### src/rtl/uart_arb_pkg.sv
// Shared types and constants for the UART TX message arbiter.
// Optional CR/LF trailer is enabled by defining UART_TX_ARB_CRLF_EN.
package uart_arb_pkg;

    localparam int NUM_REQ_DEFAULT = 4;

    localparam logic [7:0] ASCII_CR = 8'h0D;
    localparam logic [7:0] ASCII_LF = 8'h0A;

    typedef enum logic [1:0] {
        IDLE   = 2'd0,
        STREAM = 2'd1,
        CR     = 2'd2,
        LF     = 2'd3
    } arb_state_t;

endpackage

### src/rtl/rr_pick.sv
// Combinational round-robin picker: first set request strictly after ptr,
// wrapping modulo NUM_REQ, returned one-hot together with a hit flag.
module rr_pick #(
    parameter int NUM_REQ = 4,
    parameter int PTR_W   = 2
) (
    input  logic [NUM_REQ-1:0] req,
    input  logic [PTR_W-1:0]   ptr,
    output logic [NUM_REQ-1:0] pick,
    output logic               hit
);

    always_comb begin
        pick = '0;
        hit  = 1'b0;
        for (int k = 1; k <= NUM_REQ; k++) begin
            for (int i = 0; i < NUM_REQ; i++) begin
                if (!hit && (i == (int'(ptr) + k) % NUM_REQ) && req[i]) begin
                    pick[i] = 1'b1;
                    hit     = 1'b1;
                end
            end
        end
    end

endmodule

### src/rtl/uart_tx_arbiter.sv
// Message-level round-robin arbiter in front of the UART TX FIFO push port.
// Define UART_TX_ARB_CRLF_EN to append 0x0D 0x0A after every completed message.
module uart_tx_arbiter
    import uart_arb_pkg::*;
#(
    parameter int NUM_REQ     = NUM_REQ_DEFAULT,
    parameter int TIMEOUT_CYC = 1_000_000
) (
    input  logic                 clk,
    input  logic                 rst,
    input  logic [NUM_REQ-1:0]   req_valid,
    input  logic [NUM_REQ*8-1:0] req_data,
    input  logic [NUM_REQ-1:0]   req_last,
    output logic [NUM_REQ-1:0]   req_ready,
    input  logic                 fifo_full,
    output logic                 fifo_push,
    output logic [7:0]           fifo_wdata,
    output logic [NUM_REQ-1:0]   grant,
    output logic                 busy,
    output logic                 timeout_err,
    output arb_state_t           state_dbg
);

    localparam int PTR_W = (NUM_REQ > 1) ? $clog2(NUM_REQ) : 1;
    localparam int CNT_W = $clog2(TIMEOUT_CYC);
    // Abort decided on the idle cycle whose increment would reach TIMEOUT_CYC-1.
    localparam logic [CNT_W-1:0] CNT_LIMIT = CNT_W'(TIMEOUT_CYC - 2);

    arb_state_t         state_q, state_d;
    logic [NUM_REQ-1:0] grant_q, grant_d;
    logic [PTR_W-1:0]   ptr_q, ptr_d;
    logic [CNT_W-1:0]   cnt_q, cnt_d;
    logic               tmo_q, tmo_d;

    logic [NUM_REQ-1:0] pick;
    logic               hit;
    logic [PTR_W-1:0]   pick_idx;
    logic               own_valid;
    logic               own_last;
    logic [7:0]         own_data;

    rr_pick #(
        .NUM_REQ (NUM_REQ),
        .PTR_W   (PTR_W)
    ) u_rr_pick (
        .req  (req_valid),
        .ptr  (ptr_q),
        .pick (pick),
        .hit  (hit)
    );

    // ptr_q doubles as the owner index while a message is in flight.
    always_comb begin
        own_valid = 1'b0;
        own_last  = 1'b0;
        own_data  = '0;
        pick_idx  = ptr_q;
        for (int i = 0; i < NUM_REQ; i++) begin
            if (ptr_q == PTR_W'(i)) begin
                own_valid = req_valid[i];
                own_last  = req_last[i];
                own_data  = req_data[i*8 +: 8];
            end
            if (pick[i]) begin
                pick_idx = PTR_W'(i);
            end
        end
    end

    always_comb begin
        state_d    = state_q;
        grant_d    = grant_q;
        ptr_d      = ptr_q;
        cnt_d      = cnt_q;
        tmo_d      = 1'b0;
        req_ready  = '0;
        fifo_push  = 1'b0;
        fifo_wdata = '0;
        case (state_q)
            IDLE: begin
                if (hit) begin
                    state_d = STREAM;
                    grant_d = pick;
                    ptr_d   = pick_idx;
                    cnt_d   = '0;
                end
            end
            STREAM: begin
                // A full FIFO freezes both the handshake and the idle counter.
                if (!fifo_full) begin
                    req_ready = grant_q;
                    if (own_valid) begin
                        fifo_push  = 1'b1;
                        fifo_wdata = own_data;
                        cnt_d      = '0;
                        if (own_last) begin
`ifdef UART_TX_ARB_CRLF_EN
                            state_d = CR;
`else
                            state_d = IDLE;
                            grant_d = '0;
`endif
                        end
                    end else if (cnt_q == CNT_LIMIT) begin
                        state_d = IDLE;
                        grant_d = '0;
                        cnt_d   = '0;
                        tmo_d   = 1'b1;
                    end else begin
                        cnt_d = cnt_q + 1'b1;
                    end
                end
            end
`ifdef UART_TX_ARB_CRLF_EN
            CR: begin
                if (!fifo_full) begin
                    fifo_push  = 1'b1;
                    fifo_wdata = ASCII_CR;
                    state_d    = LF;
                end
            end
            LF: begin
                if (!fifo_full) begin
                    fifo_push  = 1'b1;
                    fifo_wdata = ASCII_LF;
                    state_d    = IDLE;
                    grant_d    = '0;
                end
            end
`endif
            default: begin
                state_d = IDLE;
                grant_d = '0;
            end
        endcase
    end

    always_ff @(posedge clk or negedge rst) begin
        if (!rst) begin
            state_q <= IDLE;
            grant_q <= '0;
            ptr_q   <= PTR_W'(NUM_REQ - 1);
            cnt_q   <= '0;
            tmo_q   <= 1'b0;
        end else begin
            state_q <= state_d;
            grant_q <= grant_d;
            ptr_q   <= ptr_d;
            cnt_q   <= cnt_d;
            tmo_q   <= tmo_d;
        end
    end

    assign grant       = grant_q;
    assign busy        = (state_q != IDLE);
    assign timeout_err = tmo_q;
    assign state_dbg   = state_q;

endmodule
### config.mk
export PLATFORM = sky130hd
export DESIGN_NAME = uart_tx_arbiter
export DESIGN_NICKNAME = d
export VERILOG_FILES = /design/src/rtl/uart_arb_pkg.sv /design/src/rtl/rr_pick.sv /design/src/rtl/uart_tx_arbiter.sv
export SDC_FILE = /design/constraint.sdc
export NUM_CORES = 1
export LEC_CHECK = 0
export BUFFER_PORTS_ARGS = -buffer_cell sky130_fd_sc_hd__buf_2
export CORE_MARGIN = 1
export CORE_UTILIZATION = 46
export DETAILED_ROUTE_END_ITERATION = 12
export GPL_TIMING_DRIVEN = 1
export HOLD_SLACK_MARGIN = 0.1
export PLACE_DENSITY = 0.72
export SYNTH_ARGS = -nofsm -noshare
export SYNTH_HDL_FRONTEND = slang
export SYNTH_HIERARCHICAL = 1
export SYNTH_SLANG_ARGS = --single-unit
### constraint.sdc
create_clock -name clk -period 1.8 [get_ports clk]
set_input_delay 0.18 -clock clk [delete_from_list [all_inputs] [get_ports clk]]
set_output_delay 0.18 -clock clk [all_outputs]
set_load 0.02 [all_outputs]
==> Word-level counts from Yosys, hierarchy flattened <==
Index checks and enable logic that the tools add are counted.
{ "totals": {"inputBits": 43, "ramBits": 0, "memories": 0, "regBits": 29, "latchBits": 0, "out_inout_bits": 21, "rom_bits": 0} }
{ "op_classes": {"n_bitwise": 4, "order_cmp": 0, "mul": 0, "n_shift": 0, "n_reduce_logical": 62, "add_sub_neg": 5, "muxes": 76, "n_div": 0, "n_eq_ne": 21} }
{ "ops": {"columns": ["cell", "count"], "rows": [
  ["logical NOT 32 bit", 4],
  ["two-way mux 20 bit", 4],
  ["two-way mux 8 bit", 7],
  ["two-way mux 1 bit", 46],
  ["case mux 20 bit (2 select lines)", 1],
  ["logical AND 1 bit", 31],
  ["two-way mux 4 bit", 7],
  ["equality test 3 bit, first input constant", 8],
  ["adder 20 x 1 -> 20 bit, second input constant", 1],
  ["equality test 20 bit, second input constant", 1],
  ["two-way mux 2 bit", 9],
  ["logical NOT 1 bit", 15],
  ["equality test 2 x 3 -> 1 bit, first input constant", 4],
  ["case mux 4 bit (2 select lines)", 1],
  ["OR reduction 2 bit", 4],
  ["inequality test 3 bit, second input constant", 2],
  ["AND reduction 3 bit", 2],
  ["adder 2 x 1 -> 2 bit, second input constant", 2],
  ["adder 2 bit, second input constant", 2],
  ["bitwise AND 1 bit, first input constant", 4],
  ["equality test 2 x 1 -> 1 bit, second input constant", 2],
  ["equality test 2 bit, second input constant", 2],
  ["logical NOT 2 bit", 2],
  ["inequality test 2 bit, second input constant", 2],
  ["4 further kinds", 5]
]} }

==> Longest topological paths before layout <==
{ "depth": {"word_depth": 68, "mapped_depth": 8, "mapped_depth_nobuf": 7} }

==> Modules after synthesis <==
The synthesis kept the hierarchy.
{ "by_module_without_submodules": {"columns": ["module", "n_inst", "area_each_um2", "cells_each", "seq_area_each_um2"], "rows": [
  ["uart_tx_arbiter", 1, 1846.8, 198, 703.2],
  ["rr_pick", 1, 113.9, 18, 0.0]
]} }

==> Worst setup path before layout <==
No wires, ideal clock.
{ "synth_path": {"kind": "register -> register", "startpoint": "register ptr_q[0]", "endpoint": "register cnt_q[17]", "path_stages_with_launch": 6, "t_arrival_ps": 1935, "setup_slack_ps": -217, "required_time_ps": 1718, "synth_period_minus_slack_ps": 2017, "path_cell_list": "dfstp_2 mux4_2 nand2b_4 a21oi_4 or3b_1 a31oi_1"} }
{ "synth_between": {"elab_chain_len": 68, "word_cells_on_any_way": 103, "classes_between": "4 x add/sub; 16 x eq/ne; 23 x mux; 4 x bitwise; 56 x reduce/logical"} }
{ "synth_lines": {"columns": ["item", "line_no", "source"], "rows": [
  ["start, declared", "uart_tx_arbiter.sv:31", "logic [PTR_W-1:0] ptr_q, ptr_d;"],
  ["start signal, assigned", "uart_tx_arbiter.sv:142", "ptr_q <= PTR_W'(NUM_REQ - 1);"],
  ["start signal, assigned", "uart_tx_arbiter.sv:148", "ptr_q <= ptr_d;"],
  ["adder 2 x 1 -> 2 bit", "rr_pick.sv:18", "if (!hit && (i == (int'(ptr) + k) % NUM_REQ) && req[i]) begin"],
  ["OR reduction 2 bit (no source line)", null, null],
  ["bitwise AND 1 bit (no source line)", null, null],
  ["logical NOT 32 bit", "rr_pick.sv:18", null],
  ["logical AND 1 bit", "rr_pick.sv:18", null],
  ["two-way mux 1 bit", "rr_pick.sv:18", null],
  ["logical NOT 1 bit", "rr_pick.sv:18", null],
  ["logical AND 1 bit (2 in series)", "rr_pick.sv:18", null],
  ["(+49 left out)", null, null],
  ["logical NOT 1 bit", "rr_pick.sv:18", null],
  ["logical AND 1 bit (2 in series)", "rr_pick.sv:18", null],
  ["two-way mux 1 bit", "rr_pick.sv:18", null],
  ["logical NOT 1 bit", "rr_pick.sv:18", null],
  ["logical AND 1 bit (2 in series)", "rr_pick.sv:18", null],
  ["two-way mux 1 bit", "rr_pick.sv:18", null],
  ["inequality test 2 bit (no source line)", null, null],
  ["AND reduction 3 bit (no source line)", null, null],
  ["end signal, assigned", "uart_tx_arbiter.sv:149", "cnt_q <= cnt_d;"],
  ["end, declared", "uart_tx_arbiter.sv:32", "logic [CNT_W-1:0] cnt_q, cnt_d;"]
]} }
Several ways; a longest one is shown, not always the timed one. The select of a mux whose other input is x is not followed.
A chain may end at the register's enable or synchronous reset.

==> Worst setup path after layout <==
{ "layout_path": {"startpoint": "register ptr_q[0]", "endpoint": "output fifo_wdata[7]"} }
{ "layout_between": {"elab_chain_len": 8, "word_cells_on_any_way": 15, "classes_between": "3 x eq/ne; 11 x mux; 1 x reduce/logical"} }
{ "layout_lines": {"columns": ["item", "line_no", "source"], "rows": [
  ["logical NOT 2 bit", "uart_tx_arbiter.sv:59", "if (ptr_q == PTR_W'(i)) begin"],
  ["two-way mux 8 bit or two-way mux 1 bit (tied branches) (4 in series)", "uart_tx_arbiter.sv:59", null],
  ["two-way mux 8 bit (*)", "uart_tx_arbiter.sv:92", "if (own_valid) begin"],
  ["two-way mux 8 bit (*)", "uart_tx_arbiter.sv:90", "if (!fifo_full) begin"],
  ["two-way mux 8 bit (*)", "uart_tx_arbiter.sv:79", "case (state_q)"],
  ["end, declared", "uart_tx_arbiter.sv:17", "output logic [7:0] fifo_wdata,"]
]} }
Mark *: on every way between the ends. The rest lies on a longest branch, timed or not.

==> impl_metrics.ini <==
[outcome]
status = finished, violations left
violations = setup timing

[sta]
max_slew_margin_pct = 58.01
fin_crit_ps = 2052
hold_viol = 0
worst_pin_slew_ps = 629.9
rsz0062_at_grt = yes
clock_skew_ps = 2.493
maxSlewViolCount = 0
period_share_pct = 114.0
layout_setup_ws_ps = -252.2
fmax_mhz = 487.3
setup_viol = 33

[logic_synthesis]
post-synth-top-area-fraction_pct = 33.18
yosys.area.top_type = dfrtp_1
synth_seq_area_share_pct = 35.86
ys.flop_type = dfrtp_1
ys_warn_count = 6
synth_most_common_cell = nor2_1
syn_nets = 261
ys_types = 47
syn_avg_cell_area_um2 = 9.077
mappedNetlistArea_um2 = 1961
synthTopCellsByArea = dfrtp_1 33%, mux4_2 11%, nor2_1 5.2%, o21ai_0 4.1%, and3_1 3.5%
synthCells = 216
yosys-top-cells-count = 27 x nor2_1, 26 x dfrtp_1, 18 x nand2_1
synth_edf_count = 0
async_reset_ff_share_pct = 100.0
ys_ff_latch = 28

[grt]
grt_pass1_vias = 1914
antenna_found_initial = 0
grt_max_degree = 29
grt_first_pass_wirelength_mm = 8.514
grt_overflow = 0
grt_use_total_pct = 24.73

[floorplan]
die_width_um = 67.29
num_rows = 23
dieArea_um2 = 4527
die_h_um = 67.29
start_util_pct = 48.32
fp.coreArea_um2 = 4058
num_io_pins = 64

[worst_setup_path]
reg2reg_depth = 5
required_ps = 1620
worst-setup-path-type = reg2out
endpoint = fifo_wdata[7]
r2r_end = cnt_q[17]
end_kind = output port
cp-startpoint = ptr_q[0]
reg2reg_from = ptr_q[0]
crit_arrival_ps = 1870
r2r_setup_slack_ps = -240
startpoint_type = register
worst-path-max-fanout = 11

[hold_path]
hold_path_class = in2reg
whs_path_depth = 5

[placed_design]
placed_area_um2 = 2514
port_buffers = 62
dp_hpwl_mm = 3.816
dp_slack_ps = -147.3
place.gp.congestion = 0.8870

[run]
cap_viol_max_count = 0

[pwr]
vdd_drop_max_mv = 0.9107
power_uw = 3454
p_per_area_nw_per_um2 = 1259
p_leak_uw = 0.001288

[drt]
routed_via_density = 5.476
drc = 0
wirelength_mm = 5.049
drt_iter0_drc = 68
wire_per_inst_um = 14.06
drtPass1Iterations = 4
antenna_left = 0
vias = 1966

[layout]
finalNetCount = 355
area_growth_pct = 39.89
fin_area_um2 = 2743
antenna_cells = 0
finish.utilization_pct = 67.59
drive_above_1_share_pct = 44.01

[clocking]
cts.path.max_buffers = 2
root_buffer = clkbuf_8
clk_latency_ps = 270
cts_buffers = 3
clock-sinks = 28
cts_tree = yes
path_clk_slew_ps = 90
htree_num_levels = 1
per-stage QoR:
| stage | TNS (ps) | std cells | hold slack, ps |
|---|---|---|---|
| floorplan | -1918 | 216 | -115.6 |
| global placement | -808.4 | 348 | 237.7 |
| detailed placement | -1412 | 348 | 239.4 |
| CTS | -4761 | 357 | 326.5 |
| global route | -7377 | 359 | 380.9 |
| finish | -4925 | 359 | 332.0 |
repair_timing:
action                     in CTS  in global routing
hold endpoints to repair       26                  0
gates resized for setup        16                 20
hold buffers                    1                  0
setup endpoints to repair      26                 34
buffers inserted                5                  2
pin swaps                       5                  9
final cells by class:
class	count	area [um2]
clock buffer	4	55.05
sequential	28	703.2
multi-input combinational	164	1225
fill	344	1315
tap	50	62.56
inverter	15	56.30
timing repair buffer	98	640.6
power breakdown:
| part | internal (uW) | leakage [uW] | switching, uW | total, uW |
|---|---|---|---|---|
| clock | 196 | 0.0000288 | 196 | 392 |
| sequential | 751 | 0.000369 | 93.1 | 844 |
| combinational | 1090 | 0.000890 | 1130 | 2220 |
layer usage:
metal	vias to the layer above	track usage, %	share of wire, %	wire (um)
met3	6	3.547	2.8	139
met1	946	32.09	46	2331
li1	976	-	-	-
met2	38	42.63	50	2522
met4	0	6.915	1.1	55
met5	-	0	0	0
worst max-delay path, stage by stage (launching register included):
cell     delay [ps]
dfstp_2         580
mux4_2          540
buf_6           160
and3_1          160
buf_2           160
cells in the final DEF, fill, tap and decap left out, drive strengths merged, types with 2 or more instances in the layout:
master,n
and3,11
mux4,10
clkbuf,4
xor2,4
nor3,2
dfrtp,26
o221a,2
a2111oi,2
nand3,8
nand2,18
nand4,5
o22ai,4
dfstp,2
nor4,2
inv,15
nand2b,6
xnor2,3
nor2,27
nor2b,3
a22oi,4
a21o,2
o21ai,16
buf,97
o211ai,2
ha,2
a21oi,12
a31oi,4
how the worst min path moves through the flow:
stage	slack (ps)	start	endpoint
finish	330	req_valid[3]	state_dbg[0]
global route	380	req_valid[3]	state_dbg[0]
CTS	330	req_valid[3]	state_dbg[0]
detailed placement	240	rst	cnt_q[8]
global placement	240	rst	cnt_q[8]
floorplan	-120	rst	cnt_q[0]
state kept, by name, indices dropped and copies added (netlist names):
| register | count |
|---|---|
| cnt_q | 20 |
| grant | 4 |
| ptr_q | 2 |
| state_dbg | 1 |
| timeout_err | 1 |
cells by family (layout without fill, tap and decap cells):
kind of cell	count (synthesis)	count (layout)	synth area share (%)
fa+ha+maj	2	2	1.276
simple gates	89	89	23.42
xor+xnor	7	7	3.127
mux	12	12	12.57
compound gates	53	53	18.44
buf+inv	24	117	5.105
other cells	1	1	0.1913
flops	28	28	35.86
(Power assumes the default switching activity.)
